[src/rtl/mux_rr_arbiter_pkg.sv]
// Shared definitions for the round-robin mux arbiter: state encoding and
// default sizing.
package mux_rr_arbiter_pkg;

   localparam int unsigned NREQ_DEF = 4;
   localparam int unsigned DW_DEF   = 8;
   localparam int unsigned SELW_DEF = 2;

   typedef enum logic {
      IDLE = 1'b0,
      BUSY = 1'b1
   } state_t;

endpackage

[src/rtl/mux_rr_arbiter_rr_pick.sv]
// Combinational round-robin pick: rotates the request vector so that the
// pointer position lands at bit 0, priority-encodes the lowest set bit and
// rotates the resulting offset back into an absolute requester index.
module mux_rr_arbiter_rr_pick
   import mux_rr_arbiter_pkg::*;
#(
   parameter int unsigned NREQ = NREQ_DEF,
   parameter int unsigned SELW = SELW_DEF
) (
   input  logic [NREQ-1:0] req,
   input  logic [SELW-1:0] ptr,
   output logic            any,
   output logic [SELW-1:0] win_idx
);

   logic [NREQ-1:0] w_rot;
   logic [SELW-1:0] w_ridx;
   logic [SELW-1:0] w_off;
   logic            w_found;

   // Rotate req so that requester ptr appears at bit 0 (modulo NREQ).
   always_comb begin
      w_rot  = '0;
      w_ridx = '0;
      for (int unsigned k = 0; k < NREQ; k++) begin
         w_ridx   = SELW'((k + 32'(ptr)) % NREQ);
         w_rot[k] = req[w_ridx];
      end
   end

   // Priority-encode the lowest set bit of the rotated vector.
   always_comb begin
      w_found = 1'b0;
      w_off   = '0;
      for (int unsigned k = 0; k < NREQ; k++) begin
         if (!w_found && w_rot[k]) begin
            w_found = 1'b1;
            w_off   = SELW'(k);
         end
      end
   end

   assign any     = |req;
   assign win_idx = SELW'((32'(w_off) + 32'(ptr)) % NREQ);

endmodule

[src/rtl/mux_rr_arbiter.sv]
// Round-robin arbiter and sequencer for a shared N:1 data mux. Captures the
// winning requester's data into an output register, pulses ack for one cycle
// and holds the item until the consumer accepts it.
module mux_rr_arbiter
   import mux_rr_arbiter_pkg::*;
#(
   parameter int unsigned NREQ = NREQ_DEF,
   parameter int unsigned DW   = DW_DEF,
   parameter int unsigned SELW = SELW_DEF
) (
   input  logic               clk,
   input  logic               reset,
   input  logic [NREQ-1:0]    req,
   input  logic [NREQ*DW-1:0] req_data,
   output logic [NREQ-1:0]    ack,
   output logic               out_valid,
   output logic [DW-1:0]      out_data,
   output logic [SELW-1:0]    out_sel,
   input  logic               out_ready
);

   state_t          r_state;
   state_t          w_state_nxt;
   logic [SELW-1:0] r_ptr;
   logic            r_valid;
   logic [DW-1:0]   r_data;
   logic [SELW-1:0] r_sel;
   logic [NREQ-1:0] r_ack;

   logic            w_any;
   logic [SELW-1:0] w_win;
   logic [DW-1:0]   w_win_data;
   logic [NREQ-1:0] w_onehot;
   logic            w_capture;
   logic            w_xfer;

   mux_rr_arbiter_rr_pick #(
      .NREQ (NREQ),
      .SELW (SELW)
   ) u_pick (
      .req     (req),
      .ptr     (r_ptr),
      .any     (w_any),
      .win_idx (w_win)
   );

   // Data mux slice and one-hot grant for the current winner.
   always_comb begin
      w_win_data = '0;
      w_onehot   = '0;
      for (int unsigned i = 0; i < NREQ; i++) begin
         if (w_win == SELW'(i)) begin
            w_win_data  = req_data[i*DW +: DW];
            w_onehot[i] = 1'b1;
         end
      end
   end

   // FSM state register.
   always_ff @(posedge clk or posedge reset) begin
      if (reset) begin
         r_state <= IDLE;
      end else begin
         r_state <= w_state_nxt;
      end
   end

   // FSM next-state: capture moves to BUSY, consumer acceptance returns to IDLE.
   always_comb begin
      w_state_nxt = r_state;
      case (r_state)
         IDLE:    if (w_any)     w_state_nxt = BUSY;
         BUSY:    if (out_ready) w_state_nxt = IDLE;
         default: w_state_nxt = IDLE;
      endcase
   end

   // FSM outputs: capture and transfer strobes; req is ignored while BUSY.
   always_comb begin
      w_capture = 1'b0;
      w_xfer    = 1'b0;
      case (r_state)
         IDLE:    w_capture = w_any;
         BUSY:    w_xfer    = out_ready;
         default: ;
      endcase
   end

   // Output, ack and pointer registers; ack self-clears one cycle after capture.
   always_ff @(posedge clk or posedge reset) begin
      if (reset) begin
         r_ptr   <= '0;
         r_valid <= 1'b0;
         r_data  <= '0;
         r_sel   <= '0;
         r_ack   <= '0;
      end else begin
         r_ack <= '0;
         if (w_capture) begin
            r_data  <= w_win_data;
            r_sel   <= w_win;
            r_valid <= 1'b1;
            r_ack   <= w_onehot;
         end
         if (w_xfer) begin
            r_valid <= 1'b0;
            r_ptr   <= (r_sel == SELW'(NREQ-1)) ? '0 : r_sel + 1'b1;
         end
      end
   end

   assign ack       = r_ack;
   assign out_valid = r_valid;
   assign out_data  = r_data;
   assign out_sel   = r_sel;

endmodule

[config.mk]
export PLATFORM = sky130hd
export DESIGN_NAME = mux_rr_arbiter
export DESIGN_NICKNAME = d
export VERILOG_FILES = /design/src/rtl/mux_rr_arbiter_pkg.sv /design/src/rtl/mux_rr_arbiter_rr_pick.sv /design/src/rtl/mux_rr_arbiter.sv
export SDC_FILE = /design/constraint.sdc
export NUM_CORES = 1
export LEC_CHECK = 0
export CORE_MARGIN = 2
export CORE_UTILIZATION = 37
export DETAILED_ROUTE_END_ITERATION = 12
export PLACE_DENSITY = 0.76
export SYNTH_ARGS = -nofsm -noshare
export SYNTH_HDL_FRONTEND = slang
export SYNTH_SLANG_ARGS = --single-unit
[constraint.sdc]
create_clock -name clk -period 2.7 [get_ports clk]
set_clock_uncertainty 0.2 [all_clocks]
set_input_delay 0.54 -clock clk [delete_from_list [all_inputs] [get_ports clk]]
set_output_delay 0.54 -clock clk [all_outputs]
set_load 0.02 [all_outputs]
==> impl_metrics.ini, run 1 <==
[outcome]
status = completed

[placement]
dp_hpwl_mm = 2.44
place_ws_ns = -0.550
placed_area_um2 = 1820
portBuffers = 53
gp_congestion = 0.810

[yosys]
synth_compound_gate_area_share_pct = 22.1
netlist_area_um2 = 1180
syn_nets = 161
ys.warnings.count = 0
ys_seq_area_share_pct = 38.1
synthSimpleGateAreaFrac_pct = 16.6
synth_edf_count = 0
syn_area_per_cell_um2 = 9.84
synth_xor_area_share_pct = 3.07
synth_seq_cells = 18
synthMuxAreaShare_pct = 11.9
netlist_instances = 120
synth_top_family_by_area = compound AO/OA/AOI/OAI gates
synth_adder_area_share_pct = 2.12
async_reset_ff_share_pct = 100
synth.distinct_cells = 35
synth_flop_cell = dfrtp_1

[route]
avgViaCountPerCell = 4.93
drt_pass1_iterations = 4
drt-initial-drc-count = 21
wl_per_cell_um = 14.1
totalWireLength_mm = 3.22
drc_errors = 0
ant_nets = 0
vias = 1123

[clocking]
ctsHtreeMaxLevel = 1
clock-sinks = 18
cts_tree = built
cts_root_buffer = clkbuf_4
clockBufferDepth = 2
clkTransAtPathRegs_ns = 0.11
cts_made_buffers = 3
ctsHoldBuffers = 0
insertion_delay_ns = 0.30

[critical_path]
crit_top_cell = xnor2_4
cp_cell_sequence = dlygate4sd2_1 -> buf_4 -> a22oi_1 -> nand2_1 -> o21ai_0 -> o221ai_1 -> ha_2 -> xnor2_4 -> xnor2_4 -> bufbuf_16 -> a32oi_1 -> o31ai_2
worstPathArrival_ns = 2.54
cp.required_ns = 2.67
path_buf_inv = 3
end_kind = register
cp_max_fo = 8
path_class = input pin to register
cp_slowest_cell = bufbuf_16
cp_slowest_stage_delay_ns = 0.29
worstSetupStartpointType = input pin
critPathTopFamily = buffers and inverters

[grt]
grt_antenna_before_repair = 0
grt_pass1_vias = 1108
grt_overflow = 0
grt_max_degree = 19
grt_pass1_wl_mm = 4.86
grt_usage_pct = 18.4

[pwr]
p_total_mw = 2.36
powerDensity_nw_per_um2 = 1220
p_leak_nw = 0.821
peakVddDrop_v = 0.000702

[die]
io_pins = 54
die_w_um = 60.5
rows = 20
dieArea_um2 = 3660
start_util_pct = 38.7
die_y_um = 60.5
core-area_um2 = 3050

[sta]
slew_headroom_pct = 53.7
tightest_slew_ns = 0.693
fmax_mhz = 389
min_period_ns = 2.57
setup_viol_count_final = 0
finalCritPeriodShare_pct = 95.2
rsz0062_at_grt = true
setup_ws_ns = 0.129
finalSetupTns_ns = 0
final_hold_viol_count = 0
whs_ns = 0.306
maxSlewViolCount = 0

[finish]
final_common_cell = clkdlybuf4s50_1
post_route_cells_drive_above_1_share_pct = 19.6
fin_area_um2 = 1930
synthToLayoutAreaGrowth_pct = 63.5
fillers = 267
final_cell_mix = 49 x clkdlybuf4s50_1, 19 x nand2_1, 18 x dfrtp_1, 12 x buf_4, 8 x mux2i_1
diodes = 0
nNetsFinal = 226

[worst_hold_path]
hold_class = register to register

[flow_run]
drv_cap = 0
[cell usage after synthesis, types with 2 or more instances]
master,instances,area (um^2)
nor2_1,5,18.8
o31ai_1,6,45.0
buf_2,3,15.0
nand2_1,19,71.3
inv_1,6,22.5
o211ai_1,3,22.5
o21a_1,7,52.6
a32oi_1,5,43.8
a21oi_1,2,10.0
dfrtp_1,18,450
ha_1,2,25.0
o21ai_0,2,10.0
nor2b_1,3,18.8
or2_2,5,31.3
mux2i_1,8,80.1
nand2b_1,4,25.0
mux2_2,4,45.0
[kinds of logic after synthesis]
logic type | count (synthesis)
AND/OR/NAND/NOR | 41
flip-flops | 18
AO/OA/AOI/OAI | 31
buffers and inverters | 13
XOR/XNOR | 2
adder cells (fa/ha/maj) | 2
multiplexers | 13
[area by class of cell]
| class | instances | area [um^2] | share of cell area, % |
|---|---|---|---|
| well taps | 44 | 55.1 | 2.85 |
| clock buffers | 4 | 36.3 | 1.88 |
| multi-input cells | 89 | 698 | 36.2 |
| flip-flops and latches | 18 | 450 | 23.3 |
| repair buffers | 67 | 668 | 34.6 |
| inverters | 6 | 22.5 | 1.17 |
[per-stage QoR]
stage               utilization, %  cells
finish                        63.2    228
global route                  63.2    228
CTS                           63.0    228
detailed placement            59.6    222
global placement              59.6    222
floorplan                        -    120
[what timing repair did]
| action | in CTS | in global routing |
|---|---|---|
| endpoints found under the setup margin | 13 | 8 |
| pin swaps | 3 | 6 |
| buffers inserted | 1 | 0 |
| cloned | 1 | 0 |
| resized for setup | 9 | 1 |
[power by group]
part | leakage (nW) | internal [mW] | switching, mW
logic | 0.575 | 0.979 | 0.735
clock network | 0.0210 | 0.0822 | 0.0885
registers | 0.225 | 0.385 | 0.0889
[state kept, by name (all words and copies together) (netlist names)]
signal / count
out_sel: 2
r_state: 1
out_data: 8
out_valid: 1
r_ptr: 2
ack: 4
[metal layers]
metal	global-route usage, %	wire [um]	vias to the layer above
li1	-	-	553
met3	3.41	137	6
met5	0	0	-
met1	21.2	1310	533
met4	7.14	60	0
met2	33.5	1710	31
[worst reg2reg max path: cells and delay by family (launching register included)]
family,cells,cell delay [ns]
compound gates,5,0.72
xor+xnor,2,0.32
fa+ha+maj,1,0.22
buf+inv,1,0.29
flops,1,0.44
simple gates,2,0.23
[worst paths after layout]
| path | from | endpoint | slack [ns] | depth (start not counted) |
|---|---|---|---|---|
| setup reg to reg | r_ptr[0] | out_data[2] | 0.15 | 11 |
| max in group asynchronous | reset | r_ptr[1] | 1.42 | 2 |
| hold reg to reg | out_valid | out_valid | 0.31 | 1 |
| setup / recovery | req[3] | out_data[2] | 0.13 | 12 |
| hold / removal | out_valid | out_valid | 0.31 | 1 |
| min in group asynchronous | reset | out_data[0] | 0.45 | 2 |
Note: power is estimated with default switching activity, not from simulation.
==> run 2, diff against run 1 <==
--- a/config.mk
+++ b/config.mk
@@ -5,7 +5,7 @@
 export SDC_FILE = /design/constraint.sdc
 export NUM_CORES = 1
 export LEC_CHECK = 0
-export CORE_MARGIN = 2
+export CORE_MARGIN = 5
 export CORE_UTILIZATION = 37
 export DETAILED_ROUTE_END_ITERATION = 12
 export PLACE_DENSITY = 0.76
==> run 2 against run 1 <==
Net effect: non-clock buffer count up 1; sequential share of layout area up 0.46 points; wire length up 0.87%; worst hold slack worse by 0.0032 ns; clock-buffer cell count down 1; via count down 0.71%; power down 9.0%; register-to-register slack better by 0.02 ns; critical endpoint is now out_data[0].
==> impl_metrics.ini, run 2 (synthesis results as in run 1) <==
[outcome]
status = completed

[pwr]
p_comb_share_pct = 71.7
p_sw_share_pct = 40.7
p_leak_nw = 0.808
powerDensity_nw_per_um2 = 1130
p_clk_share_pct = 6.4
seqPwrFrac_pct = 21.9
p_sw_mw = 0.873
p_int_mw = 1.27
peakVddDrop_v = 0.000509

[grt]
grt_max_degree = 19
top_usage_layer = met2
grt_overflow = 0
grt_antenna_before_repair = 0
met2_usage_pct = 27.3
met1_usage_pct = 17.1
grt_pass1_wl_mm = 5.20
grt_pass1_vias = 1138
grt_usage_pct = 15.2
grtUsageMet3_pct = 4.22

[finish]
post_route_cells_drive_above_1_share_pct = 19.0
final_common_cell = clkdlybuf4s50_1
fillers = 265
synthToLayoutAreaGrowth_pct = 60.3
diodes = 0
largest_reg_flops = 8
multi_input_area_um2 = 688
fin_area_um2 = 1890
seq_area_um2 = 450
final_cell_mix = 49 x clkdlybuf4s50_1, 19 x nand2_1, 18 x dfrtp_1, 14 x buf_4, 8 x mux2i_1
nNetsFinal = 227

[die]
die_y_um = 66.5
io_pins = 54
core-area_um2 = 3050
rows = 20
dieArea_um2 = 4420
start_util_pct = 38.7
die_w_um = 66.5

[clocking]
clock-sinks = 18
cts_tree = built
cts_root_buffer = clkbuf_4
cts_made_buffers = 3
ctsHtreeMaxLevel = 1
clockBufferDepth = 2
insertion_delay_ns = 0.30
ctsHoldBuffers = 0
clkTransAtPathRegs_ns = 0.11

[route]
drt_pass1_iterations = 4
totalWireLength_mm = 3.24
vias = 1115
drc_errors = 0
ant_nets = 0
drt-initial-drc-count = 41
avgViaCountPerCell = 4.89
wl_per_cell_um = 14.2

[sta]
setup_viol_count_final = 0
final_hold_viol_count = 0
tightest_slew_ns = 0.673
slew_headroom_pct = 55.1
fmax_mhz = 394
setup_ws_ns = 0.159
rsz0062_at_grt = false
min_period_ns = 2.54
maxSlewViolCount = 0
finalCritPeriodShare_pct = 94.1

[critical_path]
crit_top_cell = xnor2_4
path_class = input pin to register
r2r_setup_slack_ns = 0.17
worstSetupStartpointType = input pin
path_buf_inv = 3
cp_max_fo = 7
reg2reg_depth = 11
cp_cell_sequence = dlygate4sd2_1 -> buf_4 -> a22oi_2 -> nand2_1 -> o21ai_0 -> o221ai_1 -> ha_2 -> xnor2_4 -> xnor2_4 -> buf_12 -> mux2_2 -> o211ai_1
cp_slowest_stage_delay_ns = 0.33
cp.required_ns = 2.72
worstPathArrival_ns = 2.56
end_kind = register
r2r-start = r_ptr[0]
r2r_end = out_data[0]
cp_slowest_cell = mux2_2
critPathTopFamily = buffers and inverters

[placement]
dp_hpwl_mm = 2.66
place_ws_ns = -0.475
placed_area_um2 = 1840
gp_congestion = 0.877
portBuffers = 53

[flow_run]
drv_cap = 0

[worst_hold_path]
hold_class = register to register
min-delay-start = out_valid
holdPathStages = 1
hold_end = out_valid
-- run 2: layout make-up --
cell class / count / area share, %
repair buffers: 68 / 34.6
clock buffers: 3 / 1.19
flip-flops and latches: 18 / 23.8
multi-input cells: 89 / 36.4
well taps: 44 / 2.91
inverters: 6 / 1.19
-- run 2: how the worst max path moves through the flow --
stage / startpoint / endpoint / depth (start not counted)
2_1_floorplan: r_ptr[0] / out_data[0] / 12
3_3_place_gp: req[0] / out_data[6] / 11
3_5_place_dp: req[3] / out_data[0] / 12
4_1_cts: req[1] / out_data[0] / 11
5_1_grt: req[0] / out_data[2] / 11
6_report: req[3] / out_data[0] / 12
-- run 2: metal layers --
metal,up-vias,routed length [um]
met4,0,51
met5,-,0
li1,554,-
met1,515,1310
met3,9,197
met2,37,1690
-- run 2: power groups by stage --
stage                     logic (mW)  clock network, mW  registers, mW
after floorplan                0.871                  0          0.569
after global placement          1.46                  0          0.466
after detailed placement        1.50                  0          0.469
after CTS                       1.55              0.139          0.471
after global routing            1.66              0.149          0.487
final                           1.54              0.138          0.469
-- run 2: repair_timing --
item / in CTS / in global routing
pin swaps: 3 / 0
setup endpoints to repair: 8 / 8
resized for setup: 8 / 1
buffers inserted: 0 / 0
-- run 2: stage by stage --
step,utilization [%],std cells,hold WS [ns],power (mW),TNS (ns)
global route,62.0,228,0.334,2.29,0
detailed placement,60.4,225,0.287,1.97,-5.01
global placement,60.4,225,0.276,1.92,-4.35
floorplan,-,120,0.279,1.44,0
CTS,61.9,228,0.310,2.16,0
finish,62.0,228,0.303,2.15,0
-- run 2: worst reg2reg max path, delay by kind of cell, from the launching register on --
kind / cells / cell delay, ns
compound gates: 4 / 0.48
flops: 1 / 0.43
xor+xnor: 2 / 0.38
mux: 1 / 0.33
simple gates: 2 / 0.24
fa+ha+maj: 1 / 0.24
buf+inv: 1 / 0.15
==> run 3, diff against run 2 <==
--- a/config.mk
+++ b/config.mk
@@ -5,8 +5,10 @@
 export SDC_FILE = /design/constraint.sdc
 export NUM_CORES = 1
 export LEC_CHECK = 0
+export ABC_CLOCK_PERIOD_IN_PS = 2700
 export CORE_MARGIN = 5
 export CORE_UTILIZATION = 37
+export CTS_CLUSTER_DIAMETER = 150
 export DETAILED_ROUTE_END_ITERATION = 12
 export PLACE_DENSITY = 0.76
 export SYNTH_ARGS = -nofsm -noshare
==> results of run 3 <==
No change in the layout: final DEF, timing and power equal those of run 2.
